--- src/rtl/adder_pkg.sv ---
// Shared constants for the pipelined adder: op encoding and default geometry.
package adder_pkg;

  localparam logic OP_ADD = 1'b0;
  localparam logic OP_SUB = 1'b1;

  localparam int DEF_WIDTH  = 32;
  localparam int DEF_STAGES = 4;

endpackage

--- src/rtl/adder_slice.sv ---
// One CW-bit chunk of the ripple: purely combinational a + b + cin.
module adder_slice #(
  parameter int CW = 8
) (
  input  logic [CW-1:0] a_i,
  input  logic [CW-1:0] b_i,
  input  logic          cin_i,
  output logic [CW-1:0] sum_o,
  output logic          cout_o
);

  assign {cout_o, sum_o} = {1'b0, a_i} + {1'b0, b_i} + {{CW{1'b0}}, cin_i};

endmodule

--- src/rtl/pipelined_adder.sv ---
// Add/subtract split into STAGES chunk-wide stages; one chunk summed per stage,
// carry registered between stages, operands skewed forward alongside the partial sum.
module pipelined_adder
  import adder_pkg::*;
#(
  parameter int WIDTH  = DEF_WIDTH,
  parameter int STAGES = DEF_STAGES
) (
  input  logic             clk,
  input  logic             rst_n,
  input  logic             in_valid,
  output logic             in_ready,
  input  logic [WIDTH-1:0] in_a,
  input  logic [WIDTH-1:0] in_b,
  input  logic             in_sub,
  output logic             out_valid,
  input  logic             out_ready,
  output logic [WIDTH-1:0] out_sum,
  output logic             out_carry,
  output logic             out_ovf,
  output logic             out_zero
);

  localparam int CW = WIDTH / STAGES;

  typedef logic [STAGES-1:0][WIDTH-1:0] word_arr_t;

  // Handshake: a transfer happens on any rising edge where valid && ready on
  // that side. The whole pipe advances together (adv); stalls hold every stage,
  // bubbles included, and in_ready is adv with no registered slack.
  logic adv;
  logic is_sub;

  word_arr_t         a_q, a_d, bp_q, bp_d, sum_q, sum_d;
  word_arr_t         src_a, src_bp, src_sum;
  logic [STAGES-1:0] valid_q, valid_d, carry_q, carry_d;
  logic [STAGES-1:0] src_cin, src_valid;

  logic [STAGES-1:0][CW-1:0] slice_a, slice_b, slice_sum;
  logic [STAGES-1:0]         slice_cout;

  logic ovf_q, ovf_d, zero_q, zero_d;

  assign adv      = !out_valid || out_ready;
  assign in_ready = adv;
  assign is_sub   = in_valid && (in_sub == OP_SUB);

  // Stage inputs: stage 0 takes the new op (gated to zero on bubbles), later stages their predecessor.
  always_comb begin
    src_a     = '0;
    src_bp    = '0;
    src_sum   = '0;
    src_cin   = '0;
    src_valid = '0;
    slice_a   = '0;
    slice_b   = '0;

    src_a[0]     = in_valid ? in_a : '0;
    src_bp[0]    = in_valid ? (is_sub ? ~in_b : in_b) : '0;
    src_cin[0]   = is_sub;
    src_valid[0] = in_valid;

    for (int k = 1; k < STAGES; k++) begin
      src_a[k]     = a_q[k-1];
      src_bp[k]    = bp_q[k-1];
      src_sum[k]   = sum_q[k-1];
      src_cin[k]   = carry_q[k-1];
      src_valid[k] = valid_q[k-1];
    end

    for (int k = 0; k < STAGES; k++) begin
      slice_a[k] = src_a[k][k*CW +: CW];
      slice_b[k] = src_bp[k][k*CW +: CW];
    end
  end

  for (genvar g = 0; g < STAGES; g++) begin : gen_slice
    adder_slice #(.CW(CW)) u_slice (
      .a_i   (slice_a[g]),
      .b_i   (slice_b[g]),
      .cin_i (src_cin[g]),
      .sum_o (slice_sum[g]),
      .cout_o(slice_cout[g])
    );
  end

  always_comb begin
    a_d     = src_a;
    bp_d    = src_bp;
    sum_d   = src_sum;
    carry_d = slice_cout;
    valid_d = src_valid;
    for (int k = 0; k < STAGES; k++) begin
      sum_d[k][k*CW +: CW] = slice_sum[k];
    end
    // Flags come from the completed sum entering the last stage register.
    ovf_d  = (a_d[STAGES-1][WIDTH-1] == bp_d[STAGES-1][WIDTH-1]) &&
             (sum_d[STAGES-1][WIDTH-1] != a_d[STAGES-1][WIDTH-1]);
    zero_d = (sum_d[STAGES-1] == '0);
  end

  always_ff @(posedge clk or negedge rst_n) begin
    if (!rst_n) begin
      valid_q <= '0;
      carry_q <= '0;
      a_q     <= '0;
      bp_q    <= '0;
      sum_q   <= '0;
      ovf_q   <= 1'b0;
      zero_q  <= 1'b0;
    end else if (adv) begin
      valid_q <= valid_d;
      carry_q <= carry_d;
      a_q     <= a_d;
      bp_q    <= bp_d;
      sum_q   <= sum_d;
      ovf_q   <= ovf_d;
      zero_q  <= zero_d;
    end
  end

  assign out_valid = valid_q[STAGES-1];
  assign out_sum   = sum_q[STAGES-1];
  assign out_carry = carry_q[STAGES-1];
  assign out_ovf   = ovf_q;
  assign out_zero  = zero_q;

endmodule

--- config.mk ---
export PLATFORM = sky130hd
export DESIGN_NAME = pipelined_adder
export DESIGN_NICKNAME = d
export VERILOG_FILES = /design/src/rtl/adder_pkg.sv /design/src/rtl/adder_slice.sv /design/src/rtl/pipelined_adder.sv
export SDC_FILE = /design/constraint.sdc
export NUM_CORES = 1
export LEC_CHECK = 0
export ABC_CLOCK_PERIOD_IN_PS = 3000
export CAP_MARGIN = 20
export CORE_ASPECT_RATIO = 0.6
export CORE_MARGIN = 3
export CORE_UTILIZATION = 35
export CTS_CLUSTER_DIAMETER = 30
export DETAILED_ROUTE_END_ITERATION = 8
export DONT_BUFFER_PORTS = 1
export GPL_TIMING_DRIVEN = 0
export PLACE_DENSITY = 0.54
export SLEW_MARGIN = 20
export SYNTH_ARGS = -nofsm -noshare
export SYNTH_HDL_FRONTEND = slang
export SYNTH_HIERARCHICAL = 1
export SYNTH_SLANG_ARGS = --single-unit
export TNS_END_PERCENT = 1
--- constraint.sdc ---
create_clock -name clk -period 3 [get_ports clk]
set_input_delay 0.6 -clock clk [delete_from_list [all_inputs] [get_ports clk]]
set_output_delay 0.6 -clock clk [all_outputs]
set_load 0.03 [all_outputs]
==> reports/metrics.sh <==
OUTCOME='complete, but fails checks'
FAILED_CHECKS='negative hold slack'
MIN_PERIOD_NS=2.59
CRITICAL_PATH.STARTPOINT='a_d[120]$_DFFE_PN0P_'
DRT-PASS1-ITER-COUNT=5
TRITONCTS='built'
END_OF_FLOW_CORE_UTILIZATION_PCT=40.3
VDD_IR_DROP_MAX_mV=0.456
SHARE_OF_POWER_BURNED_IN_THE_CLOCK_NETWORK_PCT=24.5
COUNT_OF_MAXIMUM_CAPACITANCE_VIOLATIONS=0
SYNTH_FP_NETS=1097
PWR-SHARE-SEQ_PCT=45.4
FINAL.FILL_COUNT=2561
SYNTH_ASYNC_SR_FLOP_SHARE_PCT=100
CRITPATHMAXSTAGEDELAY_NS=0.50
DETAILROUTE.VIA_COUNT=6332
WORSTSETUPPATHTYPE='reg2reg'
FINAL_LAYOUT_SIZE_SUFFIX_GT1_SHARE_PCT=8.30
REG2REG_FROM='a_d[120]$_DFFE_PN0P_'
RSZ_0062_RAISED_AFTER_GLOBAL_ROUTING='false'
FIRST_PASS_GRT_WIRE_LENGTH_UM=36600
DIE_AREA_UM2=27300
DIE_H_UM=129
TIMING.CRITICAL_PATH.CELLS='fa_1 > fa_1 > a21oi_1 > o21bai_1 > xor2_1 > nor4_1 > nand4_1 > o31ai_1'
TIMING_MAX_TRANSITION_VIOLATIONS_FINAL=0
LOGIC_DEPTH_OF_THE_WORST_PATH_BUFFERS_INCLUDED=8
VIAS_IN_THE_FIRST_GLOBAL_ROUTE=6162
HOLDCRITPATHCLASS='in2async'
MAX-SLEW-MARGIN-REL_PCT=58.3
CTSROOTBUFFERMASTER='clkbuf_16'
DIE_WIDTH_UM=211
PIN_COUNT_OF_THE_BIGGEST_NET_ENTERING_GLOBAL_ROUTING=187
DETAIL_ROUTE.DRC_VIOLATIONS=0
SETUP.WORST_PATH.END='out_zero$_DFFE_PN0P_'
SETUP_TOTAL_NEGATIVE_SLACK_NS=0
GRT_OVERFLOW=0
DETAILED_PLACER_S_ENDING_HPWL_UM=17300
SYNTH_TOP_CELL_AREA_SHARE_PCT=52.6
CTS_MAX_PATH_BUFFERS=2
CLOCK_TREE.HTREE_LEVEL_COUNT=4
VIAS_PER_CELL=4.70
CTS_MADE_BUFFERS=17
GRT_ANTENNA_BEFORE_REPAIR=0
DRT_FIRST_ITER_VIOLATIONS=507
LAYOUT-AREA-OVERHEAD-VS-SYNTH_PCT=11.7
INTERNAL_POWER_mW=6.01
CRITICAL_PATH.ENDPOINT_TYPE='flip-flop'
LAYOUT_WORST_PATH_CYCLE_SHARE_PCT=86.2
CRIT_PATH_TOP_DELAY_CELL='fa_1'
LEAKAGE_nW=5.12
SYNTH_COMMONEST_CELLS='nand2_1 (488), dfrtp_1 (186), nand3_1 (32), xnor2_1 (32), ha_1 (28)'
CRITICAL_PATH.MAX_FANOUT=2
NETSWITCHINGFRACTION_PCT=40.3
SYNTH-SEQ-CELLS=186
REPORT.FINAL.SETUP_VIOL=0
SYNTH_AREA_LEADER_CELL='dfrtp_1'
ANTENNA_CELLS=0
WIRELENGTH_UM=23000
SYN-INSTANCE-COUNT=992
MAPPEDNETLISTAREA_UM2=8840
POWER_SWITCHING_mW=4.06
FLOORPLAN.ROWS=44
ANT_NETS=0
SYNTHESIS.YOSYS.WARNINGS=6
SYNTH_EDF_COUNT=0
FINAL-HOLD-VIOLATION-COUNT=186
CRITICAL_PATH_BUF_INV_COUNT=0
TIMING.REG2REG.SETUP_SLACK_NS=0.41
ROUTED_WIRE_LENGTH_PER_INSTANCE_UM=17.1
FLOORPLAN.CORE_AREA_UM2=24500
CLOCK-SKEW-FINAL_NS=0.0126
CTS_SETUP_BUFFERS=0
START_UTIL_PCT=36.1
GLOBALPLACE.CONGESTION=0.810
POST-SYNTH-TOP-COUNT-CELL='nand2_1'
WORST_EP_REQUIRED_TIME_NS=3.35
CTS_RESIZED=0
STARTPOINT_TYPE='flip-flop'
PRE_CTS_SLACK_NS=0.249
CP.ARRIVAL_NS=2.94
CLKSLEWWORSTSETUPHOLDPATHS_NS=0.07
MAX_FREQ_MHz=387
TIGHTESTPINTRANSITION_NS=0.625
POWER_PER_CELL_AREA_nW_PER_UM2=1020
CRITICAL-PATH-TOP-CELL-BY-COUNT='fa_1'
POWER.COMBINATIONAL.FRACTION_PCT=30.2
FINALNETCOUNT=1116
SYN_AREA_PER_CELL_UM2=8.91
SYNTH_SEQUENTIAL_AREA_RATIO_PCT=52.6
CRITICAL_PATH.REG2REG.ENDPOINT='out_zero$_DFFE_PN0P_'
REG2REG_DEPTH=8
SYNTHDISTINCTLIBCELLS=39
YOSYS_MOST_USED_DFF='dfrtp_1'
YOSYS-TOP-CELLS-AREA='dfrtp_1 (53%), nand2_1 (21%), ha_1 (4.0%)'
TOTAL_GRT_USAGE_PCT=17.5
CLOCK_LATENCY_NS=0.44
POST-ROUTE-WORST-SETUP-SLACK_NS=0.415
TIMING.CRITICAL_PATH.MAX_DELAY_FAMILY='adder cells'
PORT-BUFFER-COUNT=0
HOLD_SLACK_NS=-0.144
IO-PIN-COUNT=106
CLOCK_SINKS=186
stage by stage:
| stage | total power [mW] | std cells | hold slack (ns) | cell area [um2] |
|---|---|---|---|---|
| floorplan | 6.63 | 992 | 0.304 | 8840 |
| global route | 10.8 | 1346 | -0.166 | 9880 |
| global placement | 7.59 | 1314 | 0.318 | 9250 |
| detailed placement | 7.66 | 1314 | 0.316 | 9250 |
| finish | 10.1 | 1346 | -0.144 | 9880 |
| CTS | 10.1 | 1346 | -0.153 | 9880 |
worst min-delay path by stage:
stage	end	from	cells after the start	slack (ns)
after floorplan	a_d[120]$_DFFE_PN0P_	rst_n	0	0.30
after global placement	out_sum[27]$_DFFE_PN0P_	rst_n	0	0.32
after detailed placement	out_sum[26]$_DFFE_PN0P_	rst_n	0	0.32
after CTS	out_sum[26]$_DFFE_PN0P_	rst_n	0	-0.15
after global routing	out_sum[22]$_DFFE_PN0P_	rst_n	0	-0.17
final	out_sum[26]$_DFFE_PN0P_	rst_n	0	-0.14
worst register-to-register path, stage by stage, from the launching register on:
cell and delay, ns:
dfrtp_1 0.40, fa_1 0.50, fa_1 0.43, a21oi_1 0.23
o21bai_1 0.10, xor2_1 0.16, nor4_1 0.29, nand4_1 0.15
o31ai_1 0.23
layout make-up:
class	instances	area (um2)	share of cell area, %
multi-input cells	745	3820	38.7
clock buffers	17	425	4.31
clock inverters	15	209	2.11
well taps	322	403	4.08
inverters	13	51.3	0.519
flip-flops and latches	186	4650	47.1
plain buffers	48	317	3.20
placed cells by master (no fill, tap or decap), types with 3 or more instances in the layout:
cell       instances
clkbuf_1           6
clkbuf_16         17
inv_6              5
nor2_1             5
dfrtp_1          186
bufinv_16          4
and2_1            17
nor2b_1            6
nand4_1            4
a21oi_1           19
o21bai_1           4
o21ai_1           19
fa_1               8
o21ai_0           10
inv_2              4
xor2_1            16
buf_6              7
buf_2             19
ha_1              28
nand2_1          488
clkinv_2           3
buf_4             16
nand2b_1           3
nor3_1             6
a21o_1             8
nor4_1            12
nand3_1           32
inv_1              8
xnor2_1           32
a311o_1            8
layer usage:
layer	part of all wire [%]	up-vias	global-route usage, %
met5	0	-	0
met4	0.64	0	3.97
met3	7.8	13	5.08
met2	37	132	22.2
met1	54	2964	28.5
li1	-	3223	-
state kept, by name, indices dropped and copies added, names as in the netlist:
| name | count |
|---|---|
| out_zero | 1 |
| a_d | 48 |
| out_ovf | 1 |
| bp_d | 48 |
| valid_q | 4 |
| carry_q | 4 |
| out_sum | 32 |
| src_sum | 48 |
kinds of logic after synthesis:
family	after synthesis	share of synthesized area [%]
AOI/OAI and AO/OA	81	5.91
xor gates and xnor gates	48	4.75
adders and majority gates	36	5.77
buffers and inverters	61	4.16
DFF	186	52.6
muxes	2	0.226
and+or+nand+nor	578	26.5
power groups by stage:
stage | clock network (mW) | logic (mW) | registers [mW]
2_1_floorplan | 0 | 2.31 | 4.32
3_3_place_gp | 0 | 2.97 | 4.62
3_5_place_dp | 0 | 3.03 | 4.63
4_1_cts | 2.51 | 3.05 | 4.58
5_1_grt | 2.64 | 3.48 | 4.70
6_report | 2.46 | 3.04 | 4.57
No activity file was read; power rests on OpenSTA's default activity.
